File: config.mk
export PLATFORM = sky130hd
export DESIGN_NAME = seven_seg_scanner
export DESIGN_NICKNAME = d
export VERILOG_FILES = /design/src/rtl/seven_seg_scanner.sv
export SDC_FILE = /design/constraint.sdc
export NUM_CORES = 1
export LEC_CHECK = 0
export CAP_MARGIN = 15
export CELL_PAD_IN_SITES_DETAIL_PLACEMENT = 1
export CELL_PAD_IN_SITES_GLOBAL_PLACEMENT = 2
export CORE_UTILIZATION = 35
export DETAILED_ROUTE_END_ITERATION = 10
export PLACE_DENSITY = 0.78
export SETUP_SLACK_MARGIN = 0.1
export SYNTH_ARGS = -nofsm -noshare
export SYNTH_HDL_FRONTEND = slang
export SYNTH_SLANG_ARGS = --single-unit
File: constraint.sdc
create_clock -name clk -period 2.4 [get_ports clk]
set_input_delay 0.48 -clock clk [delete_from_list [all_inputs] [get_ports clk]]
set_output_delay 0.48 -clock clk [all_outputs]
set_load 0.01 [all_outputs]
File: src/rtl/seven_seg_scanner.sv
// Time-multiplexed hex display scanner: scans NUM_DIGITS digits with an all-off gap between slots.
// Values are double-buffered and committed only at a frame boundary; all outputs are registered.
module seven_seg_scanner #(
    parameter int NUM_DIGITS  = 4,
    parameter int REFRESH_DIV = 50000,
    parameter int GAP_CYCLES  = 16
) (
    input  logic                                         clk,
    input  logic                                         reset,
    input  logic                                         enable,
    input  logic                                         load,
    input  logic [4*NUM_DIGITS-1:0]                      value,
    input  logic [NUM_DIGITS-1:0]                        dp_in,
    input  logic                                         lz_blank,
    output logic [3:0]                                   hex_out,
    output logic [NUM_DIGITS-1:0]                        digit_en,
    output logic                                         dp_out,
    output logic [(NUM_DIGITS > 1 ? $clog2(NUM_DIGITS) : 1)-1:0] digit_idx,
    output logic                                         frame_done
);
    localparam int IW          = (NUM_DIGITS > 1) ? $clog2(NUM_DIGITS) : 1;
    localparam int SHOW_CYCLES = REFRESH_DIV - GAP_CYCLES;
    localparam int CW          = $clog2(REFRESH_DIV + 1);

    typedef enum logic [1:0] {IDLE, GAP, SHOW} state_t;

    state_t                  state, state_nxt;
    logic [CW-1:0]           cnt, cnt_nxt;
    logic [IW-1:0]           idx, idx_nxt;
    logic                    commit;
    logic                    last_slot;

    logic [4*NUM_DIGITS-1:0] pending, display;
    logic [NUM_DIGITS-1:0]   dp_pend, dp_disp;
    logic                    pend_valid;

    logic [NUM_DIGITS-1:0]   lead_zero;
    logic                    blanked;

    always_comb begin
        state_nxt = state;
        cnt_nxt   = cnt;
        idx_nxt   = idx;
        commit    = 1'b0;
        last_slot = 1'b0;
        case (state)
            IDLE: begin
                cnt_nxt = '0;
                idx_nxt = '0;
                if (enable) state_nxt = GAP;
            end
            GAP: begin
                if (cnt == CW'(GAP_CYCLES - 1)) begin
                    state_nxt = SHOW;
                    cnt_nxt   = '0;
                    commit    = (idx == '0);
                end else begin
                    cnt_nxt = cnt + CW'(1);
                end
            end
            SHOW: begin
                if (cnt == CW'(SHOW_CYCLES - 1)) begin
                    state_nxt = GAP;
                    cnt_nxt   = '0;
                    last_slot = (idx == IW'(NUM_DIGITS - 1));
                    idx_nxt   = last_slot ? '0 : idx + IW'(1);
                end else begin
                    cnt_nxt = cnt + CW'(1);
                end
            end
            default: state_nxt = IDLE;
        endcase
        // Disabling overrides everything: go dark, restart from digit 0, no frame pulse.
        if (!enable) begin
            state_nxt = IDLE;
            cnt_nxt   = '0;
            idx_nxt   = '0;
            commit    = 1'b0;
            last_slot = 1'b0;
        end
    end

    // lead_zero[i]: nibbles N-1..i of the displayed value are all zero.
    always_comb begin
        lead_zero = '0;
        lead_zero[NUM_DIGITS-1] = (display[4*NUM_DIGITS-1 -: 4] == 4'd0);
        for (int i = NUM_DIGITS - 2; i >= 0; i--) begin
            lead_zero[i] = lead_zero[i+1] && (display[4*i +: 4] == 4'd0);
        end
        blanked = lz_blank && (idx != '0) && lead_zero[idx];
    end

    always_ff @(posedge clk) begin
        if (reset) begin
            state      <= IDLE;
            cnt        <= '0;
            idx        <= '0;
            pending    <= '0;
            dp_pend    <= '0;
            pend_valid <= 1'b0;
            display    <= '0;
            dp_disp    <= '0;
        end else begin
            state <= state_nxt;
            cnt   <= cnt_nxt;
            idx   <= idx_nxt;
            if (commit && (load || pend_valid)) begin
                display    <= load ? value : pending;
                dp_disp    <= load ? dp_in : dp_pend;
                pend_valid <= 1'b0;
            end else if (load) begin
                pending    <= value;
                dp_pend    <= dp_in;
                pend_valid <= 1'b1;
            end
        end
    end

    always_ff @(posedge clk) begin
        if (reset) begin
            hex_out    <= '0;
            digit_en   <= '0;
            dp_out     <= 1'b0;
            digit_idx  <= '0;
            frame_done <= 1'b0;
        end else if (!enable) begin
            digit_en   <= '0;
            dp_out     <= 1'b0;
            digit_idx  <= '0;
            frame_done <= 1'b0;
        end else begin
            digit_idx  <= idx;
            frame_done <= last_slot;
            if (state == SHOW) begin
                hex_out  <= display[4*idx +: 4];
                digit_en <= blanked ? '0 : (NUM_DIGITS'(1) << idx);
                dp_out   <= !blanked && dp_disp[idx];
            end else begin
                digit_en <= '0;
                dp_out   <= 1'b0;
            end
        end
    end
endmodule

==> Yosys cells after proc, flatten, opt, wreduce, memory -nomap -nowiden <==
Index checks and enable logic that the tools add are counted.
W data, S select, Z words.
{ "classes": {"n_addsub": 2, "order_cmp": 1, "eq_ne": 7, "shift": 2, "n_mux": 18, "bitwise": 3, "n_reduce_logical": 26} }
{ "ops": {"columns": ["op", "n"], "rows": [
  ["$mux W16", 3],
  ["$pmux W16 S3", 1],
  ["$add A16 B1 Y16 const B", 1],
  ["$eq A16 B16 Y1 const B", 1],
  ["$eq A16 B4 Y1 const B", 1],
  ["$logic_not A4 Y1", 4],
  ["$shiftx A16 B5 Y4", 1],
  ["$mux W2", 4],
  ["$reduce_or A4 Y1", 2],
  ["$logic_and A1 B1 Y1", 7],
  ["$pmux W2 S3", 1],
  ["$reduce_and A2 Y1", 3],
  ["$mux W1", 5],
  ["$bmux W1 S2", 2],
  ["$eq A2 B2 Y1 const B", 2],
  ["$logic_not A2 Y1", 2],
  ["$mux W4", 1],
  ["$ne A2 B2 Y1 const B", 2],
  ["$pmux W2 S2", 1],
  ["$reduce_bool A2 Y1", 2],
  ["$reduce_or A2 Y1", 2],
  ["$shl A1 B2 Y4 const A", 1],
  ["$lt A2 B3 Y1 const B", 1],
  ["$not A1 Y1", 3],
  ["other kinds (6)", 6]
]} }
{ "totals": {"regBits": 73, "input_bits": 25, "out_inout_bits": 12, "wordCells": 72} }

==> Depth between registers and ports, before layout <==
{ "logic_depth": {"word_depth": 9, "ltp_mapped": 9, "depth_no_buf": 7} }

==> Least setup slack after synthesis <==
Ideal clock, no wire load.
{ "synth_timing": {"path_kind": "flip-flop to flip-flop", "start": "register cnt[6]", "end": "register cnt[6]", "arrival_time_ns": 1.839, "t_required_ns": 2.283, "setup_slack_ns": 0.443, "path_stages_with_launch": 7, "path_buffers": 2, "path_cell_list": "dfxtp_1 -> buf_2 -> or4_4 -> o41ai_4 -> a21oi_2 -> buf_2 -> a32o_1"} }
{ "synth_via": {"elab_chain_cells": 3} }
{ "synth_lines": {"columns": ["item", "line", "rtl"], "rows": [
  ["start, declared", "28", "logic [CW-1:0] cnt, cnt_nxt;"],
  ["start signal, assigned", "105", "cnt <= cnt_nxt;"],
  ["$add A16 B1 Y16, or another cell as far along", "58, 68", null],
  ["$mux W16, on equally long branches", "62, 53", null],
  ["$pmux W16 S3 (*)", "46", "case (state)"]
]} }
Mark *: on every way between the ends. The rest lies on a longest branch, timed or not.
A chain may end at the register's enable or synchronous reset.

==> Worst setup path after layout <==
{ "layout_timing": {"start": "register cnt[5]", "end": "register display[7]"} }
{ "layout_via": {"elab_chain_cells": 5} }
{ "layout_lines": {"columns": ["item", "line", "rtl"], "rows": [
  ["$eq A16 B4 Y1", "53", "if (cnt == CW'(GAP_CYCLES - 1)) begin"],
  ["$mux W1", "53", null],
  ["$mux W1", "46", null],
  ["$mux W1", "74", "if (!enable) begin"],
  ["$logic_and A1 B1 Y1", "107", "if (commit && (load || pend_valid)) begin"],
  ["end signal, assigned", "108", "display <= load ? value : pending;"],
  ["end, declared", "33", "logic [4*NUM_DIGITS-1:0] pending, display;"]
]} }
Every way passes these cells.

==> results.json <==
{
  "endpoint_kind": "register",
  "rows": 35,
  "cp_top_family": "simple AND/OR/NAND/NOR gates",
  "startpoint": "cnt[5]",
  "syn2layout_area_growth_pct": 24.4,
  "cellLeakagePower_nw": 1.54,
  "path_cells": "nor4_1, nand4_1, nor3_2, buf_12, mux2i_1, nor2_1",
  "final_util_pct": 45.2,
  "yosysUniqueCellTypes": 47,
  "ios": 37,
  "syn-cell-area_sq_um": 3390,
  "die_h_microns": 100,
  "dieWidth_microns": 100,
  "finalMaxSlewViolations": 0,
  "finClkSkew_ns": 0.0106,
  "cp.arrival_ns": 2.29,
  "drtAntennaViolNets": 0,
  "status": "complete, no violations",
  "grt_pass1_wl_mm": 14.0,
  "drv_cap": 0,
  "min_path_cells": 2,
  "worst_path_largest_cell_delay_ns": 0.43,
  "required_ns": 2.62,
  "worstSetupPathType": "reg -> reg",
  "clockBufferDepth": 2,
  "r2r-start": "cnt[5]",
  "drive_above_1_share_pct": 16.7,
  "yosys_warnings": 0,
  "clk_latency_ns": 0.35,
  "port_buffers": 36,
  "fmax_mhz": 483,
  "syn_avg_cell_area_sq_um": 9.64,
  "netlist_instances": 352,
  "cts.htree.levels": 3,
  "floorplan.initialDensity_pct": 36.4,
  "cp_num_cells": 6,
  "cts_hold_buf": 0,
  "drt_iter0_markers": 69,
  "hpwl_mm": 5.92,
  "clkSinkCount": 73,
  "cts_resized": 0,
  "min_period_over_period_pct": 86.2,
  "grt_pass1_vias": 2824,
  "fin_nets": 428,
  "routed_wl_mm": 8.03,
  "critPathLaunchType": "register",
  "drt-wirelength-per-cell_microns": 15.1,
  "diodes": 0,
  "cts_made_buffers": 9,
  "final_common_cell": "dfxtp_1",
  "synth-main-ff-cell": "dfxtp_1",
  "synth_seq_cells": 73,
  "clockRootBuffer": "clkbuf_8",
  "yosysTopAreaCellShare_pct": 43.1,
  "p_total_w": 0.00254,
  "path_buf_inv": 1,
  "layout_common_cells": "dfxtp_1, nor2_1, mux2i_1",
  "worst_pin_slew_ns": 0.620,
  "coreArea_sq_um": 9330,
  "cts_tree": "yes",
  "ir_drop_v": 0.000245,
  "yosysTopAreaCell": "dfxtp_1",
  "post-cts-setup-buffers": 0,
  "hold_class": "reg -> reg",
  "slowest_stage": "nor4_1",
  "setup_viol": 0,
  "synth-edff-count": 0,
  "power_density_nw_per_um2": 601,
  "slew-limit-headroom_pct": 58.2,
  "drc": 0,
  "vias": 2697,
  "antenna_found_initial": 0,
  "routabilityCongestion": 0.776,
  "clk_pin_slew_ns": 0.08,
  "min_period_ns": 2.07,
  "firstDrtPassIters": 4,
  "overflow": 0,
  "post_dp_cell_area_sq_um": 3990,
  "setup_tns_ns": 0,
  "path_max_fanout": 20,
  "syn_nets": 384,
  "viasPerCell": 5.09,
  "seq_area_frac_synth_pct": 43.1,
  "worstHoldStart": "hex_out[0]",
  "synthTopCellsByArea": "dfxtp_1, mux2i_1, mux2_2",
  "grt_max_degree": 48,
  "synthArstFlopShare_pct": 0,
  "postLayoutCellArea_sq_um": 4220,
  "rsz0062_at_grt": "false",
  "grt.total_usage_pct": 17.9,
  "reg2regPathDepth": 6,
  "die_area_sq_um": 10100,
  "hold_violations": 0
}
## registers in the layout, summed over array words and instances, names as in the netlist, 4 cells and up
register,count
dp_disp,4
hex_out,4
digit_en,4
cnt,16
dp_pend,4
pending,16
display,16
## metal layers
layer / track usage, % / up-vias / part of all wire, %
met5: 0 / - / 0
met4: 7.25 / 0 / 1.1
met3: 2.92 / 9 / 2.1
met2: 29.7 / 35 / 47
met1: 23.3 / 1296 / 49
li1: - / 1357 / -
## synthesized netlist by cell type, types with 2 or more instances
| cell | number |
|---|---|
| nor2b_1 | 2 |
| a41oi_1 | 2 |
| nand2_1 | 23 |
| a31oi_1 | 8 |
| nor4_1 | 6 |
| nor2_1 | 55 |
| buf_2 | 4 |
| mux2_2 | 20 |
| a22oi_1 | 2 |
| dfxtp_1 | 73 |
| nand4_1 | 5 |
| a21oi_1 | 11 |
| or3b_2 | 2 |
| and3_1 | 3 |
| nand2b_1 | 5 |
| mux4_2 | 5 |
| nor3_1 | 8 |
| mux2i_1 | 42 |
| nand3_1 | 17 |
| inv_1 | 5 |
| buf_4 | 2 |
| ha_1 | 7 |
| o21ai_0 | 6 |
| clkbuf_1 | 13 |
| nand4b_1 | 2 |
| o2111ai_1 | 2 |
| and2_1 | 2 |
## per-stage QoR
step | hold WS (ns) | cells | setup WS, ns
CTS | 0.479 | 530 | 0.320
global placement | 0.470 | 514 | 0.279
detailed placement | 0.466 | 514 | 0.224
global route | 0.506 | 530 | 0.141
floorplan | 0.452 | 352 | 0.443
finish | 0.473 | 530 | 0.331
## worst reg2reg max path: stages (launching register included)
cell and delay, ns:
dfxtp_1 0.39, nor4_1 0.43, nand4_1 0.29, nor3_2 0.32
buf_12 0.22, mux2i_1 0.23, nor2_1 0.05
## logic make-up after synthesis
group	share of synthesized area, %
adder cells (fa/ha/maj)	2.58
flip-flops	43.1
AND/OR/NAND/NOR	19.3
buffers and inverters	3.36
multiplexers	22.4
AO/OA/AOI/OAI	9.04
XOR/XNOR	0.258
## where the power goes
part / switching, W / internal, W / leakage [nW] / total (W)
logic: 0.0000864 / 0.000104 / 0.831 / 0.000191
clock network: 0.000485 / 0.000617 / 0.113 / 0.00110
registers: 0.0000112 / 0.00123 / 0.592 / 0.00124
total: 0.000583 / 0.00196 / 1.54 / 0.00254
## final cells by class
cell class | count | area, sq um
Clock buffer | 10 | 138
Clock inverter | 6 | 90.1
Fill cell | 1087 | 5110
Inverter | 5 | 18.8
Multi-Input combinational cell | 254 | 1830
Sequential cell | 73 | 1460
Tap cell | 129 | 161
Timing Repair Buffer | 53 | 526
## final timing paths
path | endpoint | slack, ns
worst max register to register | display[7] | 0.33
worst min register to register | hex_out[0] | 0.47
worst min-delay path | hex_out[0] | 0.47
worst max-delay path | display[7] | 0.33
Power figures use the tool's default switching activity.
